[src/rtl/div_pkg.sv]
// Shared types and defaults for the shared-divider controller.
//   div_state_e    : controller FSM states
//   DIV_N_DEFAULT  : default operand/result width
//   DIV_MC_DEFAULT : default multicycle hold length
package div_pkg;

  typedef enum logic [1:0] {
    IDLE = 2'd0,
    CALC = 2'd1,
    RESP = 2'd2
  } div_state_e;

  localparam int unsigned DIV_N_DEFAULT  = 32;
  localparam int unsigned DIV_MC_DEFAULT = 4;

endpackage

[src/rtl/div_share_ctrl_if.sv]
// Request/response bundle between the requesters and div_share_ctrl.
//   req_valid/req_ready          : per-requester handshake (NREQ bits)
//   req_dividend/req_divisor     : per-requester signed operands (NREQ x N)
//   rsp_valid/rsp_ready          : response handshake
//   rsp_id/rsp_quotient/
//   rsp_remainder/rsp_div_by_zero: response payload
//   busy                         : controller not idle
// master = requester/consumer side, slave = controller side.
interface div_share_ctrl_if
  import div_pkg::*;
#(
  parameter int unsigned N    = DIV_N_DEFAULT,
  parameter int unsigned NREQ = 4,
  parameter int unsigned IDW  = $clog2(NREQ)
);

  logic [NREQ-1:0]        req_valid;
  logic [NREQ-1:0]        req_ready;
  logic [NREQ-1:0][N-1:0] req_dividend;
  logic [NREQ-1:0][N-1:0] req_divisor;
  logic                   rsp_valid;
  logic                   rsp_ready;
  logic [IDW-1:0]         rsp_id;
  logic [N-1:0]           rsp_quotient;
  logic [N-1:0]           rsp_remainder;
  logic                   rsp_div_by_zero;
  logic                   busy;

  modport master (
    output req_valid, req_dividend, req_divisor, rsp_ready,
    input  req_ready, rsp_valid, rsp_id, rsp_quotient, rsp_remainder,
           rsp_div_by_zero, busy
  );

  modport slave (
    input  req_valid, req_dividend, req_divisor, rsp_ready,
    output req_ready, rsp_valid, rsp_id, rsp_quotient, rsp_remainder,
           rsp_div_by_zero, busy
  );

endinterface

[src/rtl/integer_divider.sv]
// Combinational signed divider, truncating toward zero.
//   dividend, divisor : two's complement operands
//   quotient          : dividend / divisor
//   remainder         : sign follows the dividend
// Dividend 0 gives 0/0; divisor 0 with nonzero dividend gives all-ones
// for both outputs; most-negative / -1 wraps to most-negative, rem 0.
module integer_divider #(
  parameter int unsigned n = 32
) (
  input  logic [n-1:0] dividend,
  input  logic [n-1:0] divisor,
  output logic [n-1:0] quotient,
  output logic [n-1:0] remainder
);

  logic         a_neg;
  logic         b_neg;
  logic [n-1:0] a_mag;
  logic [n-1:0] b_mag;
  logic [n-1:0] q_mag;
  logic [n-1:0] r_mag;

  // Magnitudes are unsigned n-bit, so the most-negative value maps to
  // 2^(n-1) exactly and the wrap case falls out of the sign fix-up.
  always_comb begin
    a_neg     = dividend[n-1];
    b_neg     = divisor[n-1];
    a_mag     = a_neg ? -dividend : dividend;
    b_mag     = b_neg ? -divisor : divisor;
    q_mag     = '0;
    r_mag     = '0;
    quotient  = '0;
    remainder = '0;
    if (divisor != '0) begin
      q_mag = a_mag / b_mag;
      r_mag = a_mag % b_mag;
    end
    if (dividend == '0) begin
      quotient  = '0;
      remainder = '0;
    end else if (divisor == '0) begin
      quotient  = '1;
      remainder = '1;
    end else begin
      quotient  = (a_neg ^ b_neg) ? -q_mag : q_mag;
      remainder = a_neg ? -r_mag : r_mag;
    end
  end

endmodule

[src/rtl/rr_arbiter.sv]
// Combinational round-robin arbiter.
//   req   : request vector
//   ptr   : highest-priority index this cycle
//   en    : grant enable
//   grant : one-hot grant (all zero when disabled or no request)
//   idx   : encoded index of the grant
module rr_arbiter #(
  parameter int unsigned NREQ = 4,
  parameter int unsigned IDW  = $clog2(NREQ)
) (
  input  logic [NREQ-1:0] req,
  input  logic [IDW-1:0]  ptr,
  input  logic            en,
  output logic [NREQ-1:0] grant,
  output logic [IDW-1:0]  idx
);

  logic           found;
  logic [IDW-1:0] cand;

  // Scan from ptr upward, wrapping; first asserted request wins.
  always_comb begin
    grant = '0;
    idx   = '0;
    found = 1'b0;
    cand  = '0;
    for (int unsigned i = 0; i < NREQ; i++) begin
      cand = IDW'((32'(ptr) + i) % NREQ);
      if (en && !found && req[cand]) begin
        found       = 1'b1;
        grant[cand] = 1'b1;
        idx         = cand;
      end
    end
  end

endmodule

[src/rtl/div_share_ctrl.sv]
// Shares one combinational integer_divider between NREQ requesters.
// One request is accepted at a time (round-robin), its operands are held
// in registers for MC_CYCLES clocks, then the result is captured into a
// response register tagged with the requester index.
//   clk   : rising-edge clock
//   rst_n : asynchronous active-low reset
//   bus   : request/response bundle (slave side)
module div_share_ctrl
  import div_pkg::*;
#(
  parameter int unsigned N         = DIV_N_DEFAULT,
  parameter int unsigned NREQ      = 4,
  parameter int unsigned MC_CYCLES = DIV_MC_DEFAULT,
  parameter int unsigned IDW       = $clog2(NREQ)
) (
  input  logic             clk,
  input  logic             rst_n,
  div_share_ctrl_if.slave  bus
);

  localparam int unsigned CW = $clog2(MC_CYCLES + 1);

  div_state_e     state_q;
  div_state_e     state_d;

  logic [IDW-1:0] rr_ptr;
  logic [NREQ-1:0] grant;
  logic [IDW-1:0] grant_idx;
  logic           accept;
  logic           capture;

  // Operand registers: only written on an acceptance edge, which is what
  // makes the divider a legal MC_CYCLES multicycle path.
  logic [N-1:0]   op_a;
  logic [N-1:0]   op_b;
  logic [IDW-1:0] op_id;
  logic [CW-1:0]  cnt;

  logic [N-1:0]   div_q;
  logic [N-1:0]   div_r;
  logic           dbz;

  logic [IDW-1:0] rsp_id_q;
  logic [N-1:0]   rsp_q_q;
  logic [N-1:0]   rsp_r_q;
  logic           rsp_dbz_q;

  rr_arbiter #(
    .NREQ (NREQ),
    .IDW  (IDW)
  ) u_arb (
    .req   (bus.req_valid),
    .ptr   (rr_ptr),
    .en    (state_q == IDLE),
    .grant (grant),
    .idx   (grant_idx)
  );

  integer_divider #(
    .n (N)
  ) u_div (
    .dividend  (op_a),
    .divisor   (op_b),
    .quotient  (div_q),
    .remainder (div_r)
  );

  assign dbz     = (op_b == '0) && (op_a != '0);
  assign accept  = (state_q == IDLE) && (grant != '0);
  assign capture = (state_q == CALC) && (cnt == CW'(1));

  always_comb begin
    state_d = state_q;
    unique case (state_q)
      IDLE:    if (accept)        state_d = CALC;
      CALC:    if (capture)       state_d = RESP;
      RESP:    if (bus.rsp_ready) state_d = IDLE;
      default:                    state_d = IDLE;
    endcase
  end

  always_ff @(posedge clk or negedge rst_n) begin
    if (!rst_n) state_q <= IDLE;
    else        state_q <= state_d;
  end

  always_ff @(posedge clk or negedge rst_n) begin
    if (!rst_n) begin
      rr_ptr <= '0;
      op_a   <= '0;
      op_b   <= '0;
      op_id  <= '0;
      cnt    <= '0;
    end else if (accept) begin
      op_a   <= bus.req_dividend[grant_idx];
      op_b   <= bus.req_divisor[grant_idx];
      op_id  <= grant_idx;
      cnt    <= CW'(MC_CYCLES);
      rr_ptr <= (grant_idx == IDW'(NREQ - 1)) ? '0 : grant_idx + IDW'(1);
    end else if (state_q == CALC) begin
      cnt    <= cnt - CW'(1);
    end
  end

  always_ff @(posedge clk or negedge rst_n) begin
    if (!rst_n) begin
      rsp_id_q  <= '0;
      rsp_q_q   <= '0;
      rsp_r_q   <= '0;
      rsp_dbz_q <= 1'b0;
    end else if (capture) begin
      rsp_id_q  <= op_id;
      rsp_q_q   <= div_q;
      rsp_r_q   <= div_r;
      rsp_dbz_q <= dbz;
    end
  end

  assign bus.req_ready       = grant;
  assign bus.rsp_valid       = (state_q == RESP);
  assign bus.busy            = (state_q != IDLE);
  assign bus.rsp_id          = rsp_id_q;
  assign bus.rsp_quotient    = rsp_q_q;
  assign bus.rsp_remainder   = rsp_r_q;
  assign bus.rsp_div_by_zero = rsp_dbz_q;

endmodule

[src/flat_wrapper.sv]
// flat-port wrapper written by rule: the top's interface ports become plain ports
module div_share_ctrl_flat import div_pkg::*;
#(
  parameter int unsigned N         = DIV_N_DEFAULT,
  parameter int unsigned NREQ      = 4,
  parameter int unsigned MC_CYCLES = DIV_MC_DEFAULT,
  parameter int unsigned IDW       = $clog2(NREQ)
)
  (clk, rst_n, bus_req_valid, bus_req_dividend, bus_req_divisor, bus_rsp_ready, bus_req_ready, bus_rsp_valid, bus_rsp_id, bus_rsp_quotient, bus_rsp_remainder, bus_rsp_div_by_zero, bus_busy);
  div_share_ctrl_if #(.N(N), .NREQ(NREQ), .IDW(IDW)) bus_i ();
  input  logic clk;
  input  logic rst_n;
  input wire logic [$bits(bus_i.req_valid)-1:0] bus_req_valid;
  input wire logic [$bits(bus_i.req_dividend)-1:0] bus_req_dividend;
  input wire logic [$bits(bus_i.req_divisor)-1:0] bus_req_divisor;
  input wire logic [$bits(bus_i.rsp_ready)-1:0] bus_rsp_ready;
  output wire logic [$bits(bus_i.req_ready)-1:0] bus_req_ready;
  output wire logic [$bits(bus_i.rsp_valid)-1:0] bus_rsp_valid;
  output wire logic [$bits(bus_i.rsp_id)-1:0] bus_rsp_id;
  output wire logic [$bits(bus_i.rsp_quotient)-1:0] bus_rsp_quotient;
  output wire logic [$bits(bus_i.rsp_remainder)-1:0] bus_rsp_remainder;
  output wire logic [$bits(bus_i.rsp_div_by_zero)-1:0] bus_rsp_div_by_zero;
  output wire logic [$bits(bus_i.busy)-1:0] bus_busy;
  assign bus_i.req_valid = bus_req_valid;
  assign bus_i.req_dividend = bus_req_dividend;
  assign bus_i.req_divisor = bus_req_divisor;
  assign bus_i.rsp_ready = bus_rsp_ready;
  assign bus_req_ready = bus_i.req_ready;
  assign bus_rsp_valid = bus_i.rsp_valid;
  assign bus_rsp_id = bus_i.rsp_id;
  assign bus_rsp_quotient = bus_i.rsp_quotient;
  assign bus_rsp_remainder = bus_i.rsp_remainder;
  assign bus_rsp_div_by_zero = bus_i.rsp_div_by_zero;
  assign bus_busy = bus_i.busy;
  div_share_ctrl #(.N(N), .NREQ(NREQ), .MC_CYCLES(MC_CYCLES), .IDW(IDW)) u_core (.clk(clk), .rst_n(rst_n), .bus(bus_i));
endmodule
[config.mk]
export PLATFORM = sky130hd
export DESIGN_NAME = div_share_ctrl_flat
export DESIGN_NICKNAME = d
export VERILOG_FILES = /design/src/rtl/div_pkg.sv /design/src/rtl/div_share_ctrl_if.sv /design/src/rtl/integer_divider.sv /design/src/rtl/rr_arbiter.sv /design/src/rtl/div_share_ctrl.sv /design/src/flat_wrapper.sv
export SDC_FILE = /design/constraint.sdc
export NUM_CORES = 2
export LEC_CHECK = 0
export ABC_AREA = 1
export BUFFER_PORTS_ARGS = -buffer_cell sky130_fd_sc_hd__clkbuf_2
export CAP_MARGIN = 20
export CORE_MARGIN = 2
export CORE_UTILIZATION = 45
export CTS_CLUSTER_DIAMETER = 100
export DETAILED_ROUTE_END_ITERATION = 8
export PLACE_DENSITY = 0.75
export SETUP_SLACK_MARGIN = 0.15
export SYNTH_ARGS = -nofsm -noshare
export SYNTH_HDL_FRONTEND = slang
export SYNTH_HIERARCHICAL = 1
export SYNTH_SLANG_ARGS = --single-unit
[constraint.sdc]
create_clock -name clk -period 96.4 [get_ports clk]
set_clock_uncertainty 0.1 [all_clocks]
set_input_delay 0 -clock clk [delete_from_list [all_inputs] [get_ports clk]]
set_output_delay 0 -clock clk [all_outputs]
set_load 0.01 [all_outputs]
==> metrics.txt <==
# TYPE chip_impl_metric gauge
chip_impl_info{name="status",value="finished clean"} 1
chip_impl_info{name="timing.setup.critical_path_class",value="register to register"} 1
chip_impl_metric{name="coreArea",unit="um^2"} 98600
chip_impl_metric{name="design.portCount",unit=""} 336
chip_impl_metric{name="slew_headroom",unit="%"} 25.9
chip_impl_metric{name="synth.distinct_cells",unit=""} 97
chip_impl_metric{name="initial_core_util",unit="%"} 45.5
chip_impl_metric{name="grt_antenna_before_repair",unit=""} 4
chip_impl_metric{name="grt_max_degree",unit=""} 119
chip_impl_metric{name="worst-slew-pin-transition",unit="ns"} 1.10
chip_impl_metric{name="final_critical_delay_including_setup_and_external_delays",unit="ns"} 87.25
chip_impl_metric{name="wire_length_per_cell_after_detailed_routing",unit="um"} 18.3
chip_impl_metric{name="min_period_over_period",unit="%"} 90.5
chip_impl_metric{name="cts_post_setup_buffers_inserted",unit=""} 0
chip_impl_metric{name="cts_max_path_buffers",unit=""} 2
chip_impl_metric{name="route.detailed.vias_per_inst",unit=""} 5.60
chip_impl_metric{name="finalHoldViolCount",unit=""} 0
chip_impl_metric{name="slowest_delay",unit="ns"} 0.62
chip_impl_metric{name="dp_hpwl",unit="um"} 133000
chip_impl_metric{name="synth_area_per_cell",unit="um^2"} 5.89
chip_impl_metric{name="finalMaxSlewViolations",unit=""} 0
chip_impl_metric{name="synthesis.yosys.warnings",unit=""} 6
chip_impl_metric{name="die_area",unit="um^2"} 102000
chip_impl_metric{name="drc_errors",unit=""} 0
chip_impl_metric{name="first_global_vias",unit=""} 48667
chip_impl_metric{name="max-cap-violations",unit=""} 0
chip_impl_metric{name="die_width",unit="um"} 320
chip_impl_metric{name="globalplace.congestion",unit=""} 0.999
chip_impl_metric{name="synth-seq-cells",unit=""} 140
chip_impl_metric{name="die_height",unit="um"} 320
chip_impl_info{name="synth_top_cells_by_count",value="sky130_fd_sc_hd__nand2_1, sky130_fd_sc_hd__inv_1, sky130_fd_sc_hd__nor2_1"} 1
chip_impl_metric{name="grt-ovfl-total",unit=""} 0
chip_impl_info{name="hp-class",value="input port to register"} 1
chip_impl_metric{name="data_required_time_at_the_worst_endpoint",unit="ns"} 96.72
chip_impl_info{name="yosys.cell_count.top_type",value="sky130_fd_sc_hd__nand2_1"} 1
chip_impl_metric{name="crit_path_max_fanout",unit=""} 77
chip_impl_metric{name="grt_use_total",unit="%"} 32.1
chip_impl_metric{name="netlist_instances",unit=""} 7608
chip_impl_metric{name="routed-via-count",unit=""} 52022
chip_impl_info{name="synth_largest_area_cell",value="sky130_fd_sc_hd__nand2_1"} 1
chip_impl_metric{name="fillerInstances",unit=""} 10212
chip_impl_metric{name="port-buffer-count",unit=""} 335
chip_impl_metric{name="synth_largest_type_area_fraction",unit="%"} 17.6
chip_impl_metric{name="wire_length_of_the_first_global_routing_pass",unit="um"} 264000
chip_impl_info{name="synth_area_leaders",value="sky130_fd_sc_hd__nand2_1, sky130_fd_sc_hd__ha_1, sky130_fd_sc_hd__inv_1"} 1
chip_impl_info{name="cp-start-kind",value="register"} 1
chip_impl_metric{name="cts_inserted_buffers",unit=""} 17
chip_impl_info{name="rsz0062_at_grt",value="no"} 1
chip_impl_metric{name="clock_latency",unit="ns"} 0.49
chip_impl_metric{name="setup_tns",unit="ns"} 0
chip_impl_metric{name="synth_seq_area_share",unit="%"} 7.82
chip_impl_metric{name="synth_enable_flop_cells",unit=""} 0
chip_impl_metric{name="critical_path_buf_inv_count",unit=""} 80
chip_impl_info{name="worst_path_max_delay_cell",value="sky130_fd_sc_hd__nor3_1"} 1
chip_impl_info{name="tritoncts",value="yes"} 1
chip_impl_metric{name="drtPass1Iterations",unit=""} 8
chip_impl_metric{name="drt_wl_total",unit="um"} 169000
chip_impl_metric{name="ctsHtreeMaxLevel",unit=""} 4
chip_impl_metric{name="async_flop_share",unit="%"} 100
chip_impl_info{name="cts_root_buffer",value="sky130_fd_sc_hd__clkbuf_16"} 1
chip_impl_metric{name="clock_sinks",unit=""} 140
chip_impl_metric{name="max_clock_freq",unit="MHz"} 11.5
chip_impl_info{name="kind_of_cell_adding_the_most_delay_to_the_critical_path",value="simple AND/OR/NAND/NOR gates"} 1
chip_impl_info{name="synth_flop_cell",value="sky130_fd_sc_hd__dfrtp_1"} 1
chip_impl_metric{name="timing.hold.ws",unit="ns"} 0.0552
chip_impl_metric{name="clock_pin_slew_on_the_worst_setup_and_hold_paths",unit="ns"} 0.07
chip_impl_metric{name="design.final.nets",unit=""} 8786
chip_impl_info{name="worst_setup_path_end_kind",value="register"} 1
chip_impl_metric{name="area_growth",unit="%"} 9.60
chip_impl_info{name="critPathMostFrequentCell",value="sky130_fd_sc_hd__nand2_1"} 1
chip_impl_metric{name="drt_first_iter_violations",unit=""} 5027
chip_impl_metric{name="detail-route-antenna-nets",unit=""} 0
chip_impl_metric{name="cp.arrival",unit="ns"} 87.57
chip_impl_metric{name="mappedNetlistArea",unit="um^2"} 44800
chip_impl_metric{name="core.rowCount",unit=""} 115
chip_impl_metric{name="syn_nets",unit=""} 8416
chip_impl_metric{name="setup_viol_count_final",unit=""} 0
chip_impl_metric{name="drive_above_1_share",unit="%"} 11.9
==> layout by cell type (no fill, tap or decap), types with 15 or more instances in the layout <==
master                             n
sky130_fd_sc_hd__a21o_1           24
sky130_fd_sc_hd__and2_1           18
sky130_fd_sc_hd__o21bai_1         25
sky130_fd_sc_hd__o21a_1           24
sky130_fd_sc_hd__o21ai_1          63
sky130_fd_sc_hd__or2_2            78
sky130_fd_sc_hd__a21boi_0         16
sky130_fd_sc_hd__a21oi_1         549
sky130_fd_sc_hd__a21oi_2          27
sky130_fd_sc_hd__inv_2            45
sky130_fd_sc_hd__clkbuf_16        17
sky130_fd_sc_hd__dfrtp_1         139
sky130_fd_sc_hd__nor2_2           31
sky130_fd_sc_hd__o21ai_0         365
sky130_fd_sc_hd__nand4_1          81
sky130_fd_sc_hd__xor2_1          227
sky130_fd_sc_hd__o211ai_1         17
sky130_fd_sc_hd__nand3b_1         26
sky130_fd_sc_hd__nand3_2          66
sky130_fd_sc_hd__clkbuf_2        334
sky130_fd_sc_hd__o21ai_2          65
sky130_fd_sc_hd__ha_1            544
sky130_fd_sc_hd__nand2_4          18
sky130_fd_sc_hd__dlygate4sd3_1   152
sky130_fd_sc_hd__a31oi_1          28
sky130_fd_sc_hd__nor3_1          110
sky130_fd_sc_hd__a211oi_1         40
sky130_fd_sc_hd__o221ai_1         16
sky130_fd_sc_hd__nor2_1          716
sky130_fd_sc_hd__nor2_4           19
sky130_fd_sc_hd__nor4_1           52
sky130_fd_sc_hd__inv_1          1035
sky130_fd_sc_hd__o22ai_1          46
sky130_fd_sc_hd__o31ai_1          26
sky130_fd_sc_hd__nand3_1         406
sky130_fd_sc_hd__nand2_1        2102
sky130_fd_sc_hd__buf_4            51
sky130_fd_sc_hd__nand2_2         104
sky130_fd_sc_hd__a221oi_1         15
sky130_fd_sc_hd__xnor2_1         134
==> tightest hold or removal path: stages <==
cell,delay [ns]
sky130_fd_sc_hd__clkbuf_2,0.08
sky130_fd_sc_hd__nor2_1,0.04
sky130_fd_sc_hd__o22ai_1,0.23
sky130_fd_sc_hd__nor2_1,0.15
sky130_fd_sc_hd__nor2_1,0.10
==> sequential cells by signal, summed over array words and instances, names as in the netlist <==
signal and count:
u_core/op_id 2, u_core/bus.rsp_remainder 32, u_core/bus.rsp_id 2, u_core/state_q 2, u_core/op_b 32, u_core/rr_ptr 2, u_core/bus.rsp_div_by_zero 1, u_core/op_a 32
u_core/cnt 3, u_core/bus.rsp_quotient 32
==> worst paths after layout <==
path                                                 to                        start  cells after the start  slack, ns
min in group asynchronous  u_core/bus.rsp_remainder[22]                        rst_n                      3       0.56
setup / recovery            u_core/bus.rsp_quotient[26]              u_core/op_a[31]                    529       9.15
max in group asynchronous               u_core/op_a[31]                        rst_n                      4      94.17
hold reg to reg             u_core/bus.rsp_quotient[11]  u_core/bus.rsp_quotient[11]                      2       0.37
setup reg to reg            u_core/bus.rsp_quotient[26]              u_core/op_a[31]                    529       9.15
hold / removal                           u_core/op_b[0]          bus_req_divisor[96]                      5       0.06
==> kinds of logic (layout without fill, tap and decap cells) <==
logic type / count (synthesis) / in the layout / synth area share [%]
other: 0 / 5 / 0
XOR/XNOR: 363 / 363 / 7.11
buffers and inverters: 1284 / 1667 / 12.9
multiplexers: 2 / 2 / 0.0475
AND/OR/NAND/NOR: 3867 / 3867 / 38.3
flip-flops: 140 / 140 / 7.82
adder cells (fa/ha/maj): 545 / 545 / 15.2
AO/OA/AOI/OAI: 1407 / 1407 / 18.6
==> per-stage QoR <==
| stage | area (um^2) | util, % | worst slack (ns) | cells |
|---|---|---|---|---|
| 2_1_floorplan | 44800 | - | 29.08 | 7608 |
| 3_3_place_gp | 46900 | 47.6 | 12.96 | 9091 |
| 3_5_place_dp | 46900 | 47.6 | 10.82 | 9091 |
| 4_1_cts | 49100 | 49.8 | 10.56 | 9275 |
| 5_1_grt | 49100 | 49.8 | 0.178 | 9281 |
| 6_report | 49100 | 49.8 | 9.15 | 9283 |
==> routing by layer <==
| layer | vias up | global-route usage (%) | wire [um] |
|---|---|---|---|
| met5 | - | 0 | 0 |
| met4 | 0 | 14.8 | 8010 |
| met3 | 380 | 4.32 | 13700 |
| met2 | 2189 | 52.1 | 74500 |
| met1 | 23746 | 42.1 | 73200 |
| li1 | 25707 | - | - |
==> final cells by class <==
class | instances | area (um^2) | area share (%)
antenna | 5 | 12.5 | 0.0255
inverter | 1094 | 4150 | 8.45
timing repair buffer | 540 | 3620 | 7.37
clock buffer | 20 | 467 | 0.950
sequential | 140 | 3500 | 7.13
timing repair inverter | 1 | 5.00 | 0.0102
clock inverter | 12 | 149 | 0.303
tap | 1287 | 1610 | 3.28
multi-input combinational | 6184 | 35600 | 72.5
==> repair_timing <==
action                     CTS  global route
hold endpoints to repair   131             0
hold buffers               152             0
gates resized for setup      0             5
setup endpoints to repair    0            15
Power is left out: the tool's default activity adds up to more than one toggle a clock period on the data nets, which glitch-free logic cannot reach.
